==> config.mk <==
export PLATFORM = sky130hd
export DESIGN_NAME = gpia_input_port
export DESIGN_NICKNAME = d
export VERILOG_FILES = /design/src/rtl/gpia_input_port.sv
export SDC_FILE = /design/constraint.sdc
export NUM_CORES = 1
export LEC_CHECK = 0
export CORE_MARGIN = 1.5
export CORE_UTILIZATION = 30
export DETAILED_ROUTE_END_ITERATION = 8
export GPL_ROUTABILITY_DRIVEN = 0
export SETUP_SLACK_MARGIN = 0.4
export SLEW_MARGIN = 20
export SYNTH_ARGS = -nofsm -noshare
export SYNTH_HDL_FRONTEND = slang
export SYNTH_SLANG_ARGS = --single-unit
==> constraint.sdc <==
create_clock -name clk_i -period 6.75 [get_ports clk_i]
set_input_delay 1.35 -clock clk_i [delete_from_list [all_inputs] [get_ports clk_i]]
set_output_delay 1.35 -clock clk_i [all_outputs]
set_load 0.1 [all_outputs]
==> src/rtl/gpia_input_port.sv <==
// Purpose: GPIA-III input side; synchronises pins into clk_i, latches any-edge change flags, serves Wishbone reads.
// Latency: pin change in s1 sets its flag two edges later; ack_o and dat_o are registered, one cycle after the request.
// Backpressure: none; every request is acked once and a single idle cycle separates back-to-back acks.
//
// Ports:
//   clk_i, res_i          clock, asynchronous active-high reset
//   pins_i                external pins, asynchronous to clk_i
//   cyc_i, stb_i, we_i    Wishbone cycle / strobe / write enable
//   adr_i                 register select: 0 PIN, 1 EDGE (W1C), 2 IE, 3 reserved
//   dat_i, dat_o          write data / registered read data
//   ack_o                 registered acknowledge
//   irq_o                 registered interrupt request (only with GPIA_IRQ_EN)
// Build option: define GPIA_IRQ_EN to add the IE register and irq_o; without it adr 2 is reserved.

module gpia_input_port #(
    parameter int WIDTH = 16
) (
    input  logic             clk_i,
    input  logic             res_i,
    input  logic [WIDTH-1:0] pins_i,
    input  logic             cyc_i,
    input  logic             stb_i,
    input  logic             we_i,
    input  logic [1:0]       adr_i,
    input  logic [WIDTH-1:0] dat_i,
    output logic [WIDTH-1:0] dat_o,
`ifdef GPIA_IRQ_EN
    output logic             ack_o,
    output logic             irq_o
`else
    output logic             ack_o
`endif
);

    logic [WIDTH-1:0] s1, s2, s3;
    logic [WIDTH-1:0] flags, flags_nxt;
    logic [WIDTH-1:0] clr;
    logic [WIDTH-1:0] rd_val;
    logic [1:0]       wu;
    logic             req;
    logic             wr;

    // A request is serviced on the edge that raises ack_o; the ~ack_o term
    // both forces the idle cycle between acks and prevents a double service.
    assign req = cyc_i & stb_i & ~ack_o;
    assign wr  = req & we_i;
    assign clr = (wr && adr_i == 2'd1) ? dat_i : '0;

`ifdef GPIA_IRQ_EN
    logic [WIDTH-1:0] ie, ie_nxt;

    always_comb begin
        ie_nxt = ie;
        if (wr && adr_i == 2'd2)
            ie_nxt = dat_i;
    end
`endif

    // Set is OR-ed in after the clear so a simultaneous edge keeps the bit set.
    // Flags hold during warm-up so the reset-to-pin transition through the
    // synchroniser is not mistaken for a real edge.
    always_comb begin
        flags_nxt = flags;
        if (wu == 2'd3)
            flags_nxt = (flags & ~clr) | (s2 ^ s3);
    end

    always_comb begin
        rd_val = '0;
        case (adr_i)
            2'd0:    rd_val = s2;
            2'd1:    rd_val = flags;
`ifdef GPIA_IRQ_EN
            2'd2:    rd_val = ie;
`endif
            default: rd_val = '0;
        endcase
    end

    always_ff @(posedge clk_i or posedge res_i) begin
        if (res_i) begin
            s1    <= '0;
            s2    <= '0;
            s3    <= '0;
            flags <= '0;
            wu    <= 2'd0;
            dat_o <= '0;
            ack_o <= 1'b0;
        end else begin
            s1    <= pins_i;
            s2    <= s1;
            s3    <= s2;
            flags <= flags_nxt;
            if (wu != 2'd3)
                wu <= wu + 2'd1;
            ack_o <= req;
            // Loaded on every serviced request; value is meaningless on writes.
            if (req)
                dat_o <= rd_val;
        end
    end

`ifdef GPIA_IRQ_EN
    // Uses post-update flags/ie so a W1C of the last enabled flag drops
    // irq_o on the same edge the flag clears.
    always_ff @(posedge clk_i or posedge res_i) begin
        if (res_i) begin
            ie    <= '0;
            irq_o <= 1'b0;
        end else begin
            ie    <= ie_nxt;
            irq_o <= |(flags_nxt & ie_nxt);
        end
    end
`endif

endmodule

# Yosys cells after proc, flatten, opt, wreduce, memory -nomap -nowiden
# Cells that the tools add are included.
# classes
add_sub_neg	1
n_eq_ne	3
n_mux	2
n_bitwise	8
reduce_logical	2
# op_table
operator	count
case mux 16 bit (2 select lines)	1
bitwise AND 16 bit	1
2-to-1 mux 16 bit	1
NOT 16 bit	1
bitwise OR 16 bit	1
bitwise XOR 16 bit	1
bitwise AND 1 bit	3
adder 2 x 1 -> 2 bit, second input constant	1
equality test 2 x 1 -> 1 bit, second input constant	1
equality test 2 bit, second input constant	1
logical NOT 2 bit	1
inequality test 2 bit, second input constant	1
logical AND 1 bit	1
NOT 1 bit	1
# word_totals
register_bits	83
inputBits	39
wordCells	23

# Longest topological paths before layout
# Gate-level depths: netlist of the first run.
# depth
depth_word	8
depth_mapped	6

# Least setup slack after synthesis of the first run
# OpenSTA, ideal clock, no wires.
# synth_timing
path_kind	flip-flop to output port
startpoint	register ack_o
endpoint	output ack_o
arrival_time_ns	0.907
required_ns	5.400
slack_ns	4.493
path_stages_with_launch	1
n_path_buf	0
cell_sequence	dfrtp_1
# synth_lines
element	line	rtl
start, declared	31	output logic ack_o
start signal, assigned	96	ack_o <= req;
# No word-level cell between the ends.

# Final worst setup path of the first run
# layout_timing
startpoint	register dat_o[8]
endpoint	output dat_o[8]
# layout_lines
element	line	rtl
start, declared	26	output logic [WIDTH-1:0] dat_o,
start signal, assigned	99	dat_o <= rd_val;
# No word-level cell between the ends.

==> results.md, run 1 <==
- P per Cell Area: 289 mW/mm²
- Final Skew: 0.00703 ns
- Flops & latches, synth: 83
- Synth area leaders: dfrtp_1, nand2_1, mux2i_1
- Critical path's top delay family: buffers and inverters
- Syn. warnings: 0
- Critical path, cell by cell: clkdlybuf4s50_1
- Largest vdd supply drop: 0.0803 mV
- First-pass GRT wire length: approximately 9300 µm
- Hold Startpoint: s1[0]
- Area share of the largest cell type after synthesis: between 60% and 70%
- Total CTS buffers: 9
- Die height: 103 µm
- Final Cycle Share: 47.4%
- Synth Cell Area: 0.00301 mm²
- Crit Reg-Reg Startpoint: wu[0]
- Worst r2r path cells: 5
- Via count: 1792
- Setup TNS: 0 ns
- Fillers: 965
- Leakage: 0.00162 µW
- Total GRT Usage: 12.0%
- Die Width: 103 µm
- DRC viols: 0
- Max-cap violations: 0
- R2r setup slk: 5.15 ns
- Htree depth: 3
- Register clock-pin slew on the reported worst setup and hold paths: 0.08 ns
- CP Data Required Time: roughly 5.4 ns
- Setup Fix Bufs, Post-CTS: 0
- Avg Inst Size Synth: about 13 µm²
- Slew Viols, Final: 0
- Seq/Total Area, Yosys: between 60% and 70%
- Clock Sinks: 83
- Reg2reg end: flags[7]
- Slew @ Worst Pin: 0.979 ns
- Top Ports: 56
- Final hold violations: 0
- Commonest non-fill, non-tap cell in the layout: dfrtp_1
- WP buf/inv: 1
- Most frequent cells in the layout: dfrtp_1, clkdlybuf4s50_1, nand2_1
- IO buf count: 55
- Setup Crit Path Kind: reg2out
- Overflow left after global routing: 0
- Starting Density: 30.8%
- Post-Syn Instances: about 230
- CP endpoint kind: output port
- Syn nets: 272
- Max stage delay on crit path: ~1.1 ns
- Outcome: finished clean
- Slowest cell on the critical path: clkdlybuf4s50_1
- Final Setup Violations: 0
- TritonCTS clock tree: done
- Die area: 0.0106 mm²
- Post-CTS sizing: 0
- Setup crit start kind: flop
- Clk buf depth: 2
- Post-synth cell types: 18
- Min Tclk post-route: 3.20 ns
- Worst hold path class: reg2reg
- Largest net degree at the start of global routing: 84
- Yosys top cell by area: dfrtp_1
- Placed Cells: 408
- Hold depth: 0
- Crit path max fanout: 2
- FP Rows: 36
- Share of cells above drive strength 1: 7.22%
- First-iteration detailed-routing DRC count: between 50 and 60
- Via density: 4.23
- RSZ-0062 raised after global routing: no
- Slew headroom: 34.5%
- WL per Instance: 13.1 µm
- Post-route ant nets: 0
- Fin cells: 424
- Vias in the first global route: around 1800
- Area Growth Syn to Fin: 27.0%
- Inserted Diodes: 0
- Routed Wire Length: ~5500 µm
- Fmax: 312 MHz
- CP arrival: 1.85 ns
- Root buffer cell: clkbuf_8
- Worst-Skew Late Latency: approximately 0.34 ns
- Nets: approximately 330
- HPWL Detailed: 3440 µm
- Core Area: about 0.0098 mm²
- Initial antenna violation count: 0
- Hold buffers post-CTS: 0
- First-pass iteration count of the detailed router: 4
- Hold Path End: s2[0]
layer usage:
metal / vias to the layer above / routed length, µm / global-route usage, %
li1: 882 / - / -
met1: 872 / 2620 / 16.4
met2: 32 / 2670 / 17.5
met3: 6 / 178 / 3.16
met4: 0 / 78 / 6.55
met5: - / 0 / 0
registers in the layout, indices dropped and copies added, names as in the netlist:
| register | flops |
|---|---|
| ack_o | 1 |
| dat_o | 16 |
| flags | 16 |
| s1 | 16 |
| s2 | 16 |
| s3 | 16 |
| wu | 2 |
layout make-up:
type | instances | area [µm²] | area share [%]
tap | 133 | 166 | 4.35
sequential | 83 | 2080 | 54.3
multi-input combinational | 133 | 812 | 21.2
clock inverter | 4 | 50.0 | 1.31
inverter | 2 | 8.76 | 0.229
timing repair buffer | 57 | 564 | 14.8
clock buffer | 12 | 145 | 3.80
kinds of logic (layout without fill, tap and decap cells):
family / Yosys count / in the layout / share of synthesized area, %
DFF: 83 / 83 / 69.0
and+or+nand+nor: 66 / 66 / 10.6
AOI/OAI and AO/OA: 32 / 32 / 5.32
xor gates and xnor gates: 17 / 17 / 4.95
muxes: 17 / 17 / 5.69
buffers and inverters: 16 / 75 / 4.03
adders and majority gates: 1 / 1 / 0.416
cells in the mapped netlist:
cell type	n
mux2i_1	16
o21ai_1	18
clkbuf_1	1
xnor2_1	1
mux2_2	1
nand3b_2	1
o21ai_0	14
clkbuf_2	1
inv_1	2
buf_6	6
xor2_1	16
nand4_1	16
nand4bb_4	1
nand2_1	48
dfrtp_1	83
buf_4	3
ha_1	1
buf_2	3
worst max path at each step:
stage	start	to	slack [ns]	depth (start not counted)
2_1_floorplan	res_i	ack_o	3.26	1
3_3_place_gp	dat_o[1]	dat_o[1]	3.90	1
3_5_place_dp	stb_i	flags[14]	3.87	4
4_1_cts	dat_o[1]	dat_o[1]	3.51	1
5_1_grt	dat_o[8]	dat_o[8]	3.48	1
6_report	dat_o[8]	dat_o[8]	3.55	1
where the power goes:
part,switching [µW],total (µW),internal [µW]
clock,167,348,181
sequential,15.8,543,527
combinational,151,212,61.0
total,335,1100,769
stage by stage:
stage          power (µW)  setup slack, ns  hold slack, ns  util, %  area [µm²]
6_report             1100             3.55           0.351     39.1        3820
5_1_grt              1160             3.48           0.350     39.1        3820
4_1_cts              1120             3.51           0.351     39.1        3820
3_5_place_dp          768             3.87           0.335     37.1        3620
3_3_place_gp          765             3.90           0.332     37.1        3620
2_1_floorplan         704             3.26           0.331        -        3010
Power figures use the tool's default switching activity.
==> run 2: changes to the inputs <==
Clock period 6.75 ns to 2.8 ns, I/O delays scaled along.
==> results.md, run 2 (synthesis gave the netlist of run 1 again) <==
- Slew Viols, Final: 0 (unchanged)
- Final Util: 39.0% (-0.090 points)
- RSZ-0062 raised after global routing: no
- Total CTS buffers: 9 (unchanged)
- Largest net degree at the start of global routing: 54 (-36%)
- DRC viols: 0 (unchanged)
- Most frequent cells in the layout: dfrtp_1, nand2_1, clkdlybuf4s50_1
- Vias in the first global route: 1840 (+3.8%)
- Area Growth Syn to Fin: 26.7%
- Share of cells above drive strength 1: 13.0% (+5.8 points)
- Worst hold path class: reg2reg
- Post-CTS sizing: 0 (unchanged)
- Reg2reg end: flags[13]
- Overflow left after global routing: 0 (unchanged)
- Final Cycle Share: 59.6%
- First-pass GRT wire length: 9240 µm (-0.44%)
- Register area: 0.00208 mm² (unchanged)
- Fmax: 599 MHz
- Crit Reg-Reg Startpoint: ack_o
- Slew headroom: 48.1% (+14 points)
- Final Skew: 0.00902 ns (+0.00199 ns)
- Clk buf depth: 2 (unchanged)
- Commonest non-fill, non-tap cell in the layout: dfrtp_1
- Via count: 1797 (+0.28%)
- IO buf count: 55 (unchanged)
- Worst r2r path cells: 3 (-2)
- Setup Crit Path Kind: in2reg
- Final Setup Violations: 0 (unchanged)
- Initial antenna violation count: 0 (unchanged)
- Inserted Diodes: 0 (unchanged)
- Setup Fix Bufs, Post-CTS: 0 (unchanged)
- TritonCTS clock tree: done
- Starting Density: 30.8% (unchanged)
- First-pass iteration count of the detailed router: 4 (unchanged)
- Multi-input logic area: 812 µm² (unchanged)
- Max-cap violations: 0 (unchanged)
- Top Ports: 56 (unchanged)
- CP Data Required Time: 3.02 ns (-2.38 ns)
- Nets: 327 (+0.31%)
- P per Cell Area: 713 mW/mm² (+150%)
- Worst-Skew Late Latency: 0.34 ns (about the same)
- Via density: 4.23 (about the same)
- Die Width: 103 µm (unchanged)
- Slew @ Worst Pin: 0.779 ns (-0.200 ns)
- Setup TNS: 0 ns (unchanged)
- CP arrival: 1.89 ns (+0.04 ns)
- CP endpoint kind: flop
- Root buffer cell: clkbuf_8
- CP Capture Point: flags[4]
- Register clock-pin slew on the reported worst setup and hold paths: 0.08 ns (about the same)
- Fillers: 949 (-1.7%)
- Clock Sinks: 83 (unchanged)
- Post-route ant nets: 0 (unchanged)
- HPWL Detailed: 3550 µm (+3.3%)
- FP Rows: 36 (unchanged)
- Core Area: 0.00977 mm² (unchanged)
- Leakage: 0.00165 µW (+2.0%)
- Die area: 0.0106 mm² (unchanged)
- Total GRT Usage: 11.7% (-0.28 points)
- Htree depth: 3 (unchanged)
- Setup crit start kind: primary input
- Min Tclk post-route: around 1.7 ns
- WL per Instance: 13.1 µm (about the same)
- Die height: 103 µm (unchanged)
- Crit path max fanout: 16 (+14)
- Routed Wire Length: 5570 µm (+0.32%)
- Final hold violations: 0 (unchanged)
- Outcome: finished clean
- R2r setup slk: 1.40 ns (-3.75 ns)
- Worst Setup SP: we_i
- Hold buffers post-CTS: 0 (unchanged)
- First-iteration detailed-routing DRC count: 81 (+47%)
- Largest vdd supply drop: 0.290 mV (+260%)
[run 2: routing by layer]
layer  wire, µm  up-vias  GRT usage [%]
li1           -      880              -
met3        267       11           3.29
met1       2530      872           14.9
met5          0        -              0
met4        132        0           6.55
met2       2640       34           18.1
[run 2: area by class of cell]
class | count | area share (%)
Clock inverter | 4 | 1.97
Clock buffer | 12 | 3.54
Sequential cell | 83 | 54.4
Multi-Input combinational cell | 133 | 21.3
Timing Repair Buffer | 58 | 14.1
Tap cell | 133 | 4.36
Inverter | 2 | 0.295
[run 2: where the power goes]
part           internal (µW)  leakage, µW  total [µW]  switching [µW]
combinational            136     0.000619         499             363
sequential              1270     0.000935        1310            41.1
clock                    504    0.0000968         909             405
total                   1910      0.00165        2720             809
[run 2: stage by stage]
step | cell area [µm²] | hold WS, ns | total power (µW) | setup slack [ns] | instances
5_1_grt | 3810 | 0.360 | 2860 | 1.03 | 425
2_1_floorplan | 3010 | 0.331 | 1700 | 1.19 | 232
3_3_place_gp | 3600 | 0.334 | 1840 | 0.748 | 409
3_5_place_dp | 3600 | 0.335 | 1840 | 0.726 | 409
4_1_cts | 3810 | 0.352 | 2770 | 1.10 | 425
6_report | 3810 | 0.350 | 2720 | 1.13 | 425
[run 2: worst max-delay path, cell delays in order]
cell and delay, ns:
clkdlybuf4s50_1 0.90, nand4_1 0.18, o21ai_1 0.17, nand2_1 0.08
[run 2: worst min-delay path by stage]
stage	cells past startpoint	endpoint	slack, ns	from
floorplan	0	s2[0]	0.33	s1[0]
global route	0	s2[1]	0.36	s1[1]
finish	0	s2[4]	0.35	s1[4]
detailed placement	0	s2[0]	0.33	s1[0]
CTS	0	s2[8]	0.35	s1[8]
global placement	0	s2[0]	0.33	s1[0]
==> run 3: changes to the inputs <==
Clock period 2.8 ns to 1.6 ns, I/O delays scaled along.
==> results.md, run 3 (synthesis gave the netlist of run 1 again) <==
- Setup TNS: 0 ns (unchanged)
- Setup crit start kind: flop
- Hold buffers post-CTS: 0 (unchanged)
- Largest vdd supply drop: 0.442 mV (+52%)
- Slew Viols, Final: 0 (unchanged)
- Worst r2r path cells: 4 (+1)
- Inserted Diodes: 0 (unchanged)
- CP arrival: 0.97 ns (-0.92 ns)
- Largest net degree at the start of global routing: 45 (-17%)
- Crit path max fanout: 2 (-14)
- Commonest non-fill, non-tap cell in the layout: dfrtp_1
- Overflow left after global routing: 0 (unchanged)
- P per Cell Area: 1150 mW/mm² (+62%)
- Final Skew: 0.00473 ns (-0.00429 ns)
- HPWL Detailed: 3670 µm (+3.3%)
- DRC viols: 0 (unchanged)
- Starting Density: 30.8% (unchanged)
- Fmax: 777 MHz
- Vias in the first global route: 1938 (+5.3%)
- Outcome: finished clean
- Routed Wire Length: 5690 µm (+2.2%)
- IO buf count: 55 (unchanged)
- Worst-Skew Late Latency: 0.35 ns (about the same)
- First-pass iteration count of the detailed router: 4 (unchanged)
- Clock Sinks: 83 (unchanged)
- First-iteration detailed-routing DRC count: 123 (+52%)
- Top Ports: 56 (unchanged)
- Htree depth: 3 (unchanged)
- Via count: 1886 (+5.0%)
- Share of cells above drive strength 1: 24.2% (+11 points)
- Root buffer cell: clkbuf_8
- Max-cap violations: 0 (unchanged)
- Final Cycle Share: about four fifths
- WP depth: 1 (-3)
- Initial antenna violation count: 0 (unchanged)
- Die area: 0.0106 mm² (unchanged)
- CP endpoint kind: output port
- Nets: 341 (+4.3%)
- FP Rows: 36 (unchanged)
- Register clock-pin slew on the reported worst setup and hold paths: 0.09 ns (about the same)
- Area Growth Syn to Fin: 41.4%
- Leakage: 0.00179 µW (+8.4%)
- Total CTS buffers: 9 (unchanged)
- Critical path's top delay family: flip-flops
- Total GRT Usage: 12.3% (+0.57 points)
- Worst hold path class: reg2reg
- Max stage delay on crit path: 0.44 ns (-0.46 ns)
- Critical path, cell by cell: buf_12
- Slew headroom: 84.3% (+36 points)
- WP buf/inv: 1 (unchanged)
- Fillers: 910 (-4.1%)
- Core Area: 0.00977 mm² (unchanged)
- Die height: 103 µm (unchanged)
- Slew @ Worst Pin: 0.236 ns (-0.543 ns)
- Setup Crit Path Kind: reg2out
- Die Width: 103 µm (unchanged)
- Worst hold margin: 0.351 ns (+0.00173 ns)
- Final Setup Violations: 0 (unchanged)
- TritonCTS clock tree: done
- First-pass GRT wire length: 9610 µm (+4.0%)
- WL per Instance: 13.0 µm (-1.1%)
- Slowest cell on the critical path: dfrtp_2
- Min Tclk post-route: 1.29 ns
- R2r setup slk: 0.39 ns (-1.01 ns)
- Final hold violations: 0 (unchanged)
- Hold depth: 0 (unchanged)
- Clk buf depth: 2 (unchanged)
- Post-route ant nets: 0 (unchanged)
- RSZ-0062 raised after global routing: yes
- CP Data Required Time: 1.28 ns (-1.74 ns)
- Most frequent cells in the layout: dfrtp_1, nand2_1, clkdlybuf4s50_1
- Via density: 4.30 (+1.6%)
## run 3: cell types whose count changed in the layout (fill, tap and decap cells not counted), moves of 2 or more
cell	change
dfrtp_2	+17
o21ai_1	+3
dfrtp_1	-17
clkbuf_1	-3
buf_4	-13
o21ai_0	-4
clkinvlp_4	+2
buf_12	+24
## run 3: worst register-to-register path: stages, from the launching register on
cell and delay (ns):
dfrtp_2 0.44, nand4bb_4 0.27, buf_12 0.20, o21ai_1 0.14
nand2_1 0.06
## run 3: layout make-up
cell class	instances	area, µm²	share of cell area, %
clock inverter	7	77.6	1.82
inverter	2	11.3	0.264
clock buffer	9	124	2.91
multi-input combinational	133	828	19.5
tap	133	166	3.91
sequential	83	2100	49.3
timing repair buffer	72	952	22.4
## run 3: metal layers
layer	part of all wire, %	vias up	track usage, %	wire [µm]
met4	1.8	0	6.24	102
li1	-	916	-	-
met1	44	921	15.3	2520
met5	0	-	0	0
met2	50	41	19.8	2850
met3	3.8	8	3.29	216
## run 3: final timing paths
check | startpoint | endpoint
worst min-delay path | s1[5] | s2[5]
worst max register to register | ack_o | flags[9]
max in group asynchronous | res_i | dat_o[11]
worst min register to register | s1[5] | s2[5]
worst max-delay path | dat_o[15] | dat_o[15]
min in group asynchronous | res_i | s2[5]
## run 3: what timing repair did
item	in CTS	in global routing
gates cloned	1	0
endpoints found under the hold margin	0	0
setup endpoints to repair	37	35
pin swaps	1	4
resized for setup	6	7
setup buffers	6	1
## run 3: report_power, final
part	total, µW	internal (µW)	leakage [µW]	switching, µW
combinational	1070	430	0.000788	645
clock	1490	727	0.0000881	759
sequential	2340	2240	0.000913	107
## run 3: metrics by stage
step / instances / total power [µW] / area [µm²] / util (%) / worst slack [ns]
after floorplan: 232 / 2980 / 3040 / - / 0.218
after global placement: 415 / 3460 / 3960 / 40.5 / 0.0210
after detailed placement: 415 / 3460 / 3960 / 40.5 / 0.0110
after CTS: 438 / 4990 / 4220 / 43.2 / 0.289
after global routing: 439 / 5150 / 4260 / 43.6 / 0.266
final: 439 / 4900 / 4260 / 43.6 / 0.313
